--- src/rtl/fsm_stim_sequencer_pkg.sv ---
// Shared types and limits for the lab-fsm stimulus sequencer.
package fsm_seq_pkg;

    typedef enum logic [1:0] {
        IDLE  = 2'd0,
        RST   = 2'd1,
        SHIFT = 2'd2,
        DONE  = 2'd3
    } seq_state_t;

    localparam int WIDTH_MIN      = 2;
    localparam int WIDTH_MAX      = 32;
    localparam int RST_CYCLES_MIN = 1;
    localparam int RST_CYCLES_MAX = 15;
    localparam int CAP_DLY_MAX    = 3;

    // Cycle counter must cover WIDTH_MAX + CAP_DLY_MAX and RST_CYCLES_MAX.
    localparam int CNT_W = 6;

    // Oversized lengths are clamped silently to the pattern width.
    function automatic int unsigned clamp_len(input int unsigned len, input int unsigned width);
        return (len > width) ? width : len;
    endfunction

endpackage

--- src/rtl/fsm_stim_sequencer_bit_delay_line.sv ---
// Fixed-depth register delay line; DEPTH=0 degenerates to a wire.
module bit_delay_line #(
    parameter int DEPTH = 1,
    parameter int W     = 1
) (
    input  logic         clk_i,
    input  logic         rst_n_i,
    input  logic [W-1:0] d_i,
    output logic [W-1:0] q_o
);

    if (DEPTH == 0) begin : g_pass
        assign q_o = d_i;
    end else begin : g_dly
        logic [W-1:0] stage_q [DEPTH];

        // Shift the token one stage per clock; reset flushes any in-flight token.
        always_ff @(posedge clk_i) begin
            if (!rst_n_i) begin
                for (int i = 0; i < DEPTH; i++) stage_q[i] <= '0;
            end else begin
                stage_q[0] <= d_i;
                for (int i = 1; i < DEPTH; i++) stage_q[i] <= stage_q[i-1];
            end
        end

        assign q_o = stage_q[DEPTH-1];
    end

endmodule

--- src/rtl/fsm_stim_sequencer.sv ---
// Drives a bit pattern LSB-first into the lab fsm and collects its Out samples.
module fsm_stim_sequencer
    import fsm_seq_pkg::*;
#(
    parameter int WIDTH      = 8,
    parameter int RST_CYCLES = 2,
    parameter int CAP_DLY    = 1
) (
    input  logic                       clock,
    input  logic                       reset,
    input  logic                       req_valid,
    output logic                       req_ready,
    input  logic [WIDTH-1:0]           req_pattern,
    input  logic [$clog2(WIDTH+1)-1:0] req_len,
    input  logic                       req_clr,
    output logic                       fsm_reset,
    output logic                       fsm_in,
    input  logic                       fsm_out,
    output logic                       rsp_valid,
    input  logic                       rsp_ready,
    output logic [WIDTH-1:0]           rsp_result,
    output logic [$clog2(WIDTH+1)-1:0] rsp_hits,
    output logic                       busy
);

    localparam int LEN_W = $clog2(WIDTH + 1);
    localparam int IDX_W = $clog2(WIDTH);
    localparam int TOK_W = IDX_W + 1;

    seq_state_t       state_q;
    logic [CNT_W-1:0] cnt_q;
    logic [LEN_W-1:0] len_q;
    logic [WIDTH-1:0] pat_q;
    logic [WIDTH-1:0] result_q;
    logic [LEN_W-1:0] hits_q;

    logic [LEN_W-1:0] len_clamp_d;
    logic             rst_last_d;
    logic             shift_last_d;
    logic             drive_en_d;
    logic [TOK_W-1:0] tok_d;
    logic [TOK_W-1:0] tok_dly;
    logic             smp_en;
    logic [IDX_W-1:0] smp_idx;

    assign len_clamp_d  = LEN_W'(clamp_len(32'(req_len), WIDTH));
    assign rst_last_d   = (32'(cnt_q) == 32'(RST_CYCLES - 1));
    assign shift_last_d = (32'(cnt_q) == 32'(len_q) + 32'(CAP_DLY) - 32'd1);
    assign drive_en_d   = (32'(cnt_q) < 32'(len_q));

    // A sample token is issued for every driven bit, then delayed to meet its fsm_out.
    assign tok_d   = {(state_q == SHIFT) && drive_en_d, cnt_q[IDX_W-1:0]};
    assign smp_en  = tok_dly[IDX_W];
    assign smp_idx = tok_dly[IDX_W-1:0];

    bit_delay_line #(
        .DEPTH (CAP_DLY),
        .W     (TOK_W)
    ) u_tok_dly (
        .clk_i   (clock),
        .rst_n_i (reset),
        .d_i     (tok_d),
        .q_o     (tok_dly)
    );

    // Sequencer FSM together with its counter, pattern shifter and result capture.
    always_ff @(posedge clock) begin
        if (!reset) begin
            state_q  <= IDLE;
            cnt_q    <= '0;
            len_q    <= '0;
            pat_q    <= '0;
            result_q <= '0;
            hits_q   <= '0;
        end else begin
            if (smp_en) begin
                result_q[smp_idx] <= fsm_out;
                if (fsm_out) hits_q <= hits_q + LEN_W'(1);
            end
            case (state_q)
                IDLE: begin
                    if (req_valid) begin
                        pat_q    <= req_pattern;
                        len_q    <= len_clamp_d;
                        result_q <= '0;
                        hits_q   <= '0;
                        cnt_q    <= '0;
                        if (req_clr)                state_q <= RST;
                        else if (len_clamp_d == '0) state_q <= DONE;
                        else                        state_q <= SHIFT;
                    end
                end
                RST: begin
                    if (rst_last_d) begin
                        cnt_q   <= '0;
                        state_q <= (len_q == '0) ? DONE : SHIFT;
                    end else begin
                        cnt_q <= cnt_q + CNT_W'(1);
                    end
                end
                SHIFT: begin
                    pat_q <= pat_q >> 1;
                    if (shift_last_d) begin
                        cnt_q   <= '0;
                        state_q <= DONE;
                    end else begin
                        cnt_q <= cnt_q + CNT_W'(1);
                    end
                end
                DONE: begin
                    if (rsp_ready) state_q <= IDLE;
                end
                default: state_q <= IDLE;
            endcase
        end
    end

    // Outputs decode the state register; reset low forces them quiet and holds the fsm in reset.
    always_comb begin
        req_ready  = reset && (state_q == IDLE);
        fsm_reset  = !reset || (state_q == RST);
        fsm_in     = reset && (state_q == SHIFT) && drive_en_d && pat_q[0];
        rsp_valid  = reset && (state_q == DONE);
        rsp_result = reset ? result_q : '0;
        rsp_hits   = reset ? hits_q : '0;
        busy       = reset && (state_q != IDLE);
    end

endmodule

--- config.mk ---
export PLATFORM = sky130hd
export DESIGN_NAME = fsm_stim_sequencer
export DESIGN_NICKNAME = d
export VERILOG_FILES = /design/src/rtl/fsm_stim_sequencer_pkg.sv /design/src/rtl/fsm_stim_sequencer_bit_delay_line.sv /design/src/rtl/fsm_stim_sequencer.sv
export SDC_FILE = /design/constraint.sdc
export NUM_CORES = 1
export LEC_CHECK = 0
export CAP_MARGIN = 30
export CORE_ASPECT_RATIO = 1.2
export CORE_UTILIZATION = 39
export DETAILED_ROUTE_END_ITERATION = 12
export HOLD_SLACK_MARGIN = 0.12
export SLEW_MARGIN = 20
export SYNTH_ARGS = -nofsm -noshare
export SYNTH_HDL_FRONTEND = slang
export SYNTH_SLANG_ARGS = --single-unit
--- constraint.sdc ---
create_clock -name clock -period 3.5 [get_ports clock]
set_clock_uncertainty 0.15 [all_clocks]
set_input_delay 0.7 -clock clock [delete_from_list [all_inputs] [get_ports clock]]
set_output_delay 0.7 -clock clock [all_outputs]
set_load 0.01 [all_outputs]
Word level (Yosys, flattened, before mapping):

Memory sizes are Yosys's and may differ from the RTL's.
Index checks and enable logic that the tools add are counted.

* flip-flop bits (word level): 32
* bits of input ports: 18
* memories: 1
* word-level logic and storage cells: 76
* memory bits (writable): 4
* output and inout port bits: 17

Memories
* u_tok_dly.g_dly.stage_q: depth 1, width 4, read ports 1, clocked after memory_dff 0, wr ports 1, RTL line fsm_stim_sequencer_bit_delay_line.sv:15 `logic [W-1:0] stage_q [DEPTH];`

* eq/ne operators: 9
* reductions and logical operators: 21
* multiplexer cells: 31
* order comparisons: 4
* add/subtract/negate cells: 4

Operators by type and width (count)
* 8-bit 2-to-1 mux: 5
* 6-bit by 32-bit == test with 1-bit output: 1
* 4-bit 2-to-1 mux: 7
* 6-bit 2-to-1 mux: 3
* 6-bit case mux with 3 select lines: 1
* 8-bit case mux with 2 select lines: 1
* 2-bit 2-to-1 mux: 5
* 8-bit bitwise mux: 1
* 1-bit logical AND: 8
* 4-bit logical NOT: 2
* 2-bit != test, second input constant: 4
* 2-bit case mux with 4 select lines: 1
* 6-bit by 1-bit adder with 6-bit output, second input constant: 1
* 6-bit by 1-bit == test with 1-bit output, second input constant: 1
* 6-bit by 4-bit less-than comparator with 1-bit output: 1
* 1-bit 2-to-1 mux: 6
* 2-bit AND reduction: 3
* 5-bit by 1-bit subtractor with 6-bit output, second input constant: 1
* 4-bit by 1-bit adder with 5-bit output, second input constant: 1
* 4-bit by 1-bit adder with 4-bit output, second input constant: 1
* 2-bit == test, second input constant: 2
* 4-bit > comparator, second input constant: 1
* 3-bit by 4-bit less-than comparator with 1-bit output, second input constant: 1
* 4-bit AND reduction: 1
* other kinds (9): 10

Logic depth before layout (Yosys ltp):

An unclocked memory read counts as a cell.

* depth in word-level cells: 9
* mapped depth: 7
* mapped depth without buffers: 6

Cells and area by module:

A second synthesis with hierarchy kept.

* cells, all modules: 213
* area, all modules: 1894.3 sq um

By module, submodules not included
* fsm_stim_sequencer: area an instance 1789.2 sq um, cells each 205, seq. area each 640.6 sq um, times used 1
* bit_delay_line: area an instance 105.1 sq um, cells each 8, seq. area each 80.1 sq um, times used 1

Least setup slack after synthesis:

OpenSTA, ideal clock, no wires.

* path kind: in2out
* start: input port reset
* end: output port fsm_in
* slack: 1.216 ns
* path buffers: 1
* arrival time: 1.434 ns
* cell stages on the path: 3
* required time: 2.650 ns
* cells stage by stage: clkbuf_1 nand4b_1 a211oi_1

* cells in the longest elaborated chain, start to end: 3

RTL lines
* from (decl): RTL line fsm_stim_sequencer.sv:10 `input logic reset,`
* 1-bit logical AND (3 in series): RTL line fsm_stim_sequencer.sv:122 `fsm_in = reset && (state_q == SHIFT) && drive_en_d && pat_q[0];`
* to (decl): RTL line fsm_stim_sequencer.sv:17 `output logic fsm_in,`

Every way passes these cells.

Final worst setup path:

* start: register len_q[1]
* end: output port fsm_in

* cells in the longest elaborated chain, start to end: 3

RTL lines
* from (decl): RTL line fsm_stim_sequencer.sv:32 `logic [LEN_W-1:0] len_q;`
* from (signal assigned): RTL line fsm_stim_sequencer.sv:84 `len_q <= len_clamp_d;`
* 6-bit by 4-bit less-than comparator with 1-bit output: RTL line fsm_stim_sequencer.sv:49 `assign drive_en_d = (32'(cnt_q) < 32'(len_q));`
* 1-bit logical AND (2 in series): RTL line fsm_stim_sequencer.sv:122

Every way passes these cells.

==> results.sh <==
export IMPL_start_util_pct=41.6
export IMPL_synth_mux_area_fraction_pct=8.65
export IMPL_grt_pass1_vias=1404
export IMPL_antenna_found_initial=0
export IMPL_regArea_sq_um=721
export IMPL_ys_warnings_count=0
export IMPL_worst_skew_pair_late_latency_ns=0.29
export IMPL_dp_slack_ns=0.489
export IMPL_dr_pass1_iters=4
export IMPL_min_period_ns=3.06
export IMPL_maxSlewHeadroom_pct=45.7
export IMPL_rsz0062_at_grt="false"
export IMPL_tns_ns=0
export IMPL_netlist_area_sq_mm=0.00197
export IMPL_r2r_start="state_q[0]"
export IMPL_synth_edf_count=0
export IMPL_crit_path_start_kind="register"
export IMPL_port_buffer_count=34
export IMPL_dp_cells=313
export IMPL_synth_area_per_cell_sq_um=8.63
export IMPL_htreeDepth=2
export IMPL_rows=27
export IMPL_peakVddDrop_mv=0.252
export IMPL_ys_types=40
export IMPL_total_power_w=0.00148
export IMPL_cts_max_path_buffers=2
export IMPL_synth_top_family_by_area="simple AND/OR/NAND/NOR gates"
export IMPL_crit_type="register to output pin"
export IMPL_setup_slack_ns=0.441
export IMPL_synthToLayoutAreaGrowth_pct=28.3
export IMPL_fin_cells=321
export IMPL_nets=292
export IMPL_grt_pass1_wl_um=6780
export IMPL_via_per_inst=5.15
export IMPL_synth_main_ff_cell="dfxtp_1"
export IMPL_hold_class="register to register"
export IMPL_floorplan_io_pins=35
export IMPL_gr_total_overflow=0
export IMPL_clk_pin_slew_ns=0.08
export IMPL_tritoncts="built"
export IMPL_finalWirelength_um=4080
export IMPL_setup_worst_path_end="fsm_in"
export IMPL_fin_crit_sh_pct=87.4
export IMPL_timing_rr_end="pat_q[5]"
export IMPL_design_core_area_sq_mm=0.00473
export IMPL_synth_fa_ha_area_share_pct=7.63
export IMPL_synth_compound_area_share_pct=14.3
export IMPL_drc_errors=0
export IMPL_via_count=1653
export IMPL_synth_cells=228
export IMPL_drv_cap=0
export IMPL_async_reset_ff_share_pct=0
export IMPL_post_cts_buffers=0
export IMPL_place_congestion=0.777
export IMPL_end_kind="output pin"
export IMPL_ys_seq_elements=36
export IMPL_cp_max_fo=3
export IMPL_diodes=0
export IMPL_final_max_slew_viol_count=0
export IMPL_grt_max_degree=22
export IMPL_numClockSinks=36
export IMPL_multi_input_area_sq_mm=0.00116
export IMPL_numCtsBuffers=5
export IMPL_synth_nets=258
export IMPL_yosys_area_share_simple_pct=27.7
export IMPL_fp_dieArea_sq_mm=0.00533
export IMPL_ant_nets=0
export IMPL_drive_gt1_share_pct=6.08
export IMPL_hpwlAfterDp_um=3000
export IMPL_hold_violations=0
export IMPL_die_width_um=66.8
export IMPL_post_cts_resized=0
export IMPL_startpoint="len_q[1]"
export IMPL_setup_viol=0
export IMPL_tightest_slew_ns=0.811
export IMPL_worstPathArrival_ns=2.21
export IMPL_required_ns=2.65
export IMPL_ys_seq_area_share_pct=36.6
export IMPL_die_h_um=79.8
export IMPL_synth_xor_area_share_pct=0.891
export IMPL_root_buffer="clkbuf_8"
export IMPL_fmax_mhz=327
export IMPL_fill_cells=464
export IMPL_postCtsHoldBufs=0
export IMPL_p_per_area_mw_per_mm2=586
export IMPL_wl_per_cell_um=12.7
export IMPL_outcome="finished, final reports clean"
export IMPL_dr_first_iter_drc_count=114
export IMPL_reg2reg_slack_ns=1.37
export IMPL_reg2reg_depth=6
export IMPL_leakage_nw=1.01
export IMPL_grtUsageTotal_pct=17.0
[cell families (layout without fill, tap and decap cells)]
group / count (synthesis) / in the layout
DFF: 36 / 36
muxes: 17 / 17
adders and majority gates: 12 / 12
and+or+nand+nor: 102 / 102
AOI/OAI and AO/OA: 38 / 38
xor gates and xnor gates: 2 / 2
buffers and inverters: 21 / 56
[layer usage]
layer	global-route usage [%]	vias to the layer above	share of wire (%)
met5	0	-	0
met1	22.7	751	50
met2	25.4	27	44
met4	7.66	0	1.9
li1	-	868	-
met3	4.29	7	3.6
[placed cells by master, fill, tap and decap left out, types with 2 or more instances in the layout]
cell type	instances
xor2_1	2
mux2i_1	17
nor3_1	4
nand2_1	27
nor2b_1	6
clkbuf_8	5
dfxtp_1	36
a21oi_1	7
o21ai_0	4
nand4b_1	4
inv_1	10
o211a_1	7
clkdlybuf4s50_1	34
nand3_1	10
bufinv_16	3
nor3b_1	5
nor4_1	2
ha_1	12
o2111ai_1	2
buf_4	4
nand2b_1	3
nor2_1	17
a21boi_0	3
and2_1	17
o211ai_1	6
[cell usage after synthesis (2+ instances only)]
cell       instances  area, sq um
xor2_1             2         17.5
buf_2              2         10.0
nand3_1           10         50.1
inv_1             10         37.5
nand4b_1           4         35.0
nor3_1             4         20.0
o211a_1            7         70.1
nand2b_1           3         18.8
ha_1              12          150
o21ai_0            4         20.0
nand2_1           27          101
a21boi_0           3         22.5
nor2_1            17         63.8
clkbuf_1           8         30.0
and2_1            17          106
o211ai_1           6         45.0
nor4_1             2         12.5
o2111ai_1          2         17.5
dfxtp_1           36          721
a21oi_1            7         35.0
nor3b_1            5         37.5
nor2b_1            6         37.5
mux2i_1           17          170
[power breakdown]
group	leakage (nW)	internal [W]	switching, W
registers	0.293	0.000465	0.0000365
logic	0.642	0.000208	0.000259
clock network	0.0784	0.000356	0.000154
[area by class of cell]
cell class	count	area share, %
Clock inverter	3	3.57
Tap cell	58	2.88
Multi-Input combinational cell	171	46.1
Clock buffer	5	2.73
Inverter	10	1.49
Sequential cell	36	28.6
Timing Repair Buffer	38	14.7
[worst min path at each step]
stage / to / from / depth (start not counted)
floorplan: result_q[0] / result_q[0] / 2
global placement: result_q[5] / result_q[5] / 2
detailed placement: result_q[0] / result_q[0] / 2
CTS: pat_q[7] / pat_q[7] / 2
global route: pat_q[3] / pat_q[3] / 1
finish: result_q[4] / result_q[4] / 2
[flip-flops by register name (all words and copies together), names as in the netlist]
register	count
result_q	8
u_tok_dly.g_dly.stage_q	4
state_q	2
len_q	4
pat_q	8
hits_q	4
cnt_q	6
[worst max-delay path, cell delays in order, from the launching register on]
cell and delay [ns]:
dfxtp_1 0.36, inv_1 0.05, ha_1 0.27, nor2b_1 0.13, o21ai_0 0.18, nand2b_1 0.12, a211oi_1 0.24, clkdlybuf4s50_1 0.57
[metrics by stage]
step / util (%) / hold WS, ns / area [sq um]
floorplan: - / 0.302 / 1970
CTS: 53.4 / 0.341 / 2520
global route: 53.4 / 0.375 / 2520
detailed placement: 50.0 / 0.328 / 2360
global placement: 50.0 / 0.316 / 2360
finish: 53.4 / 0.336 / 2520
(Power assumes the default switching activity.)
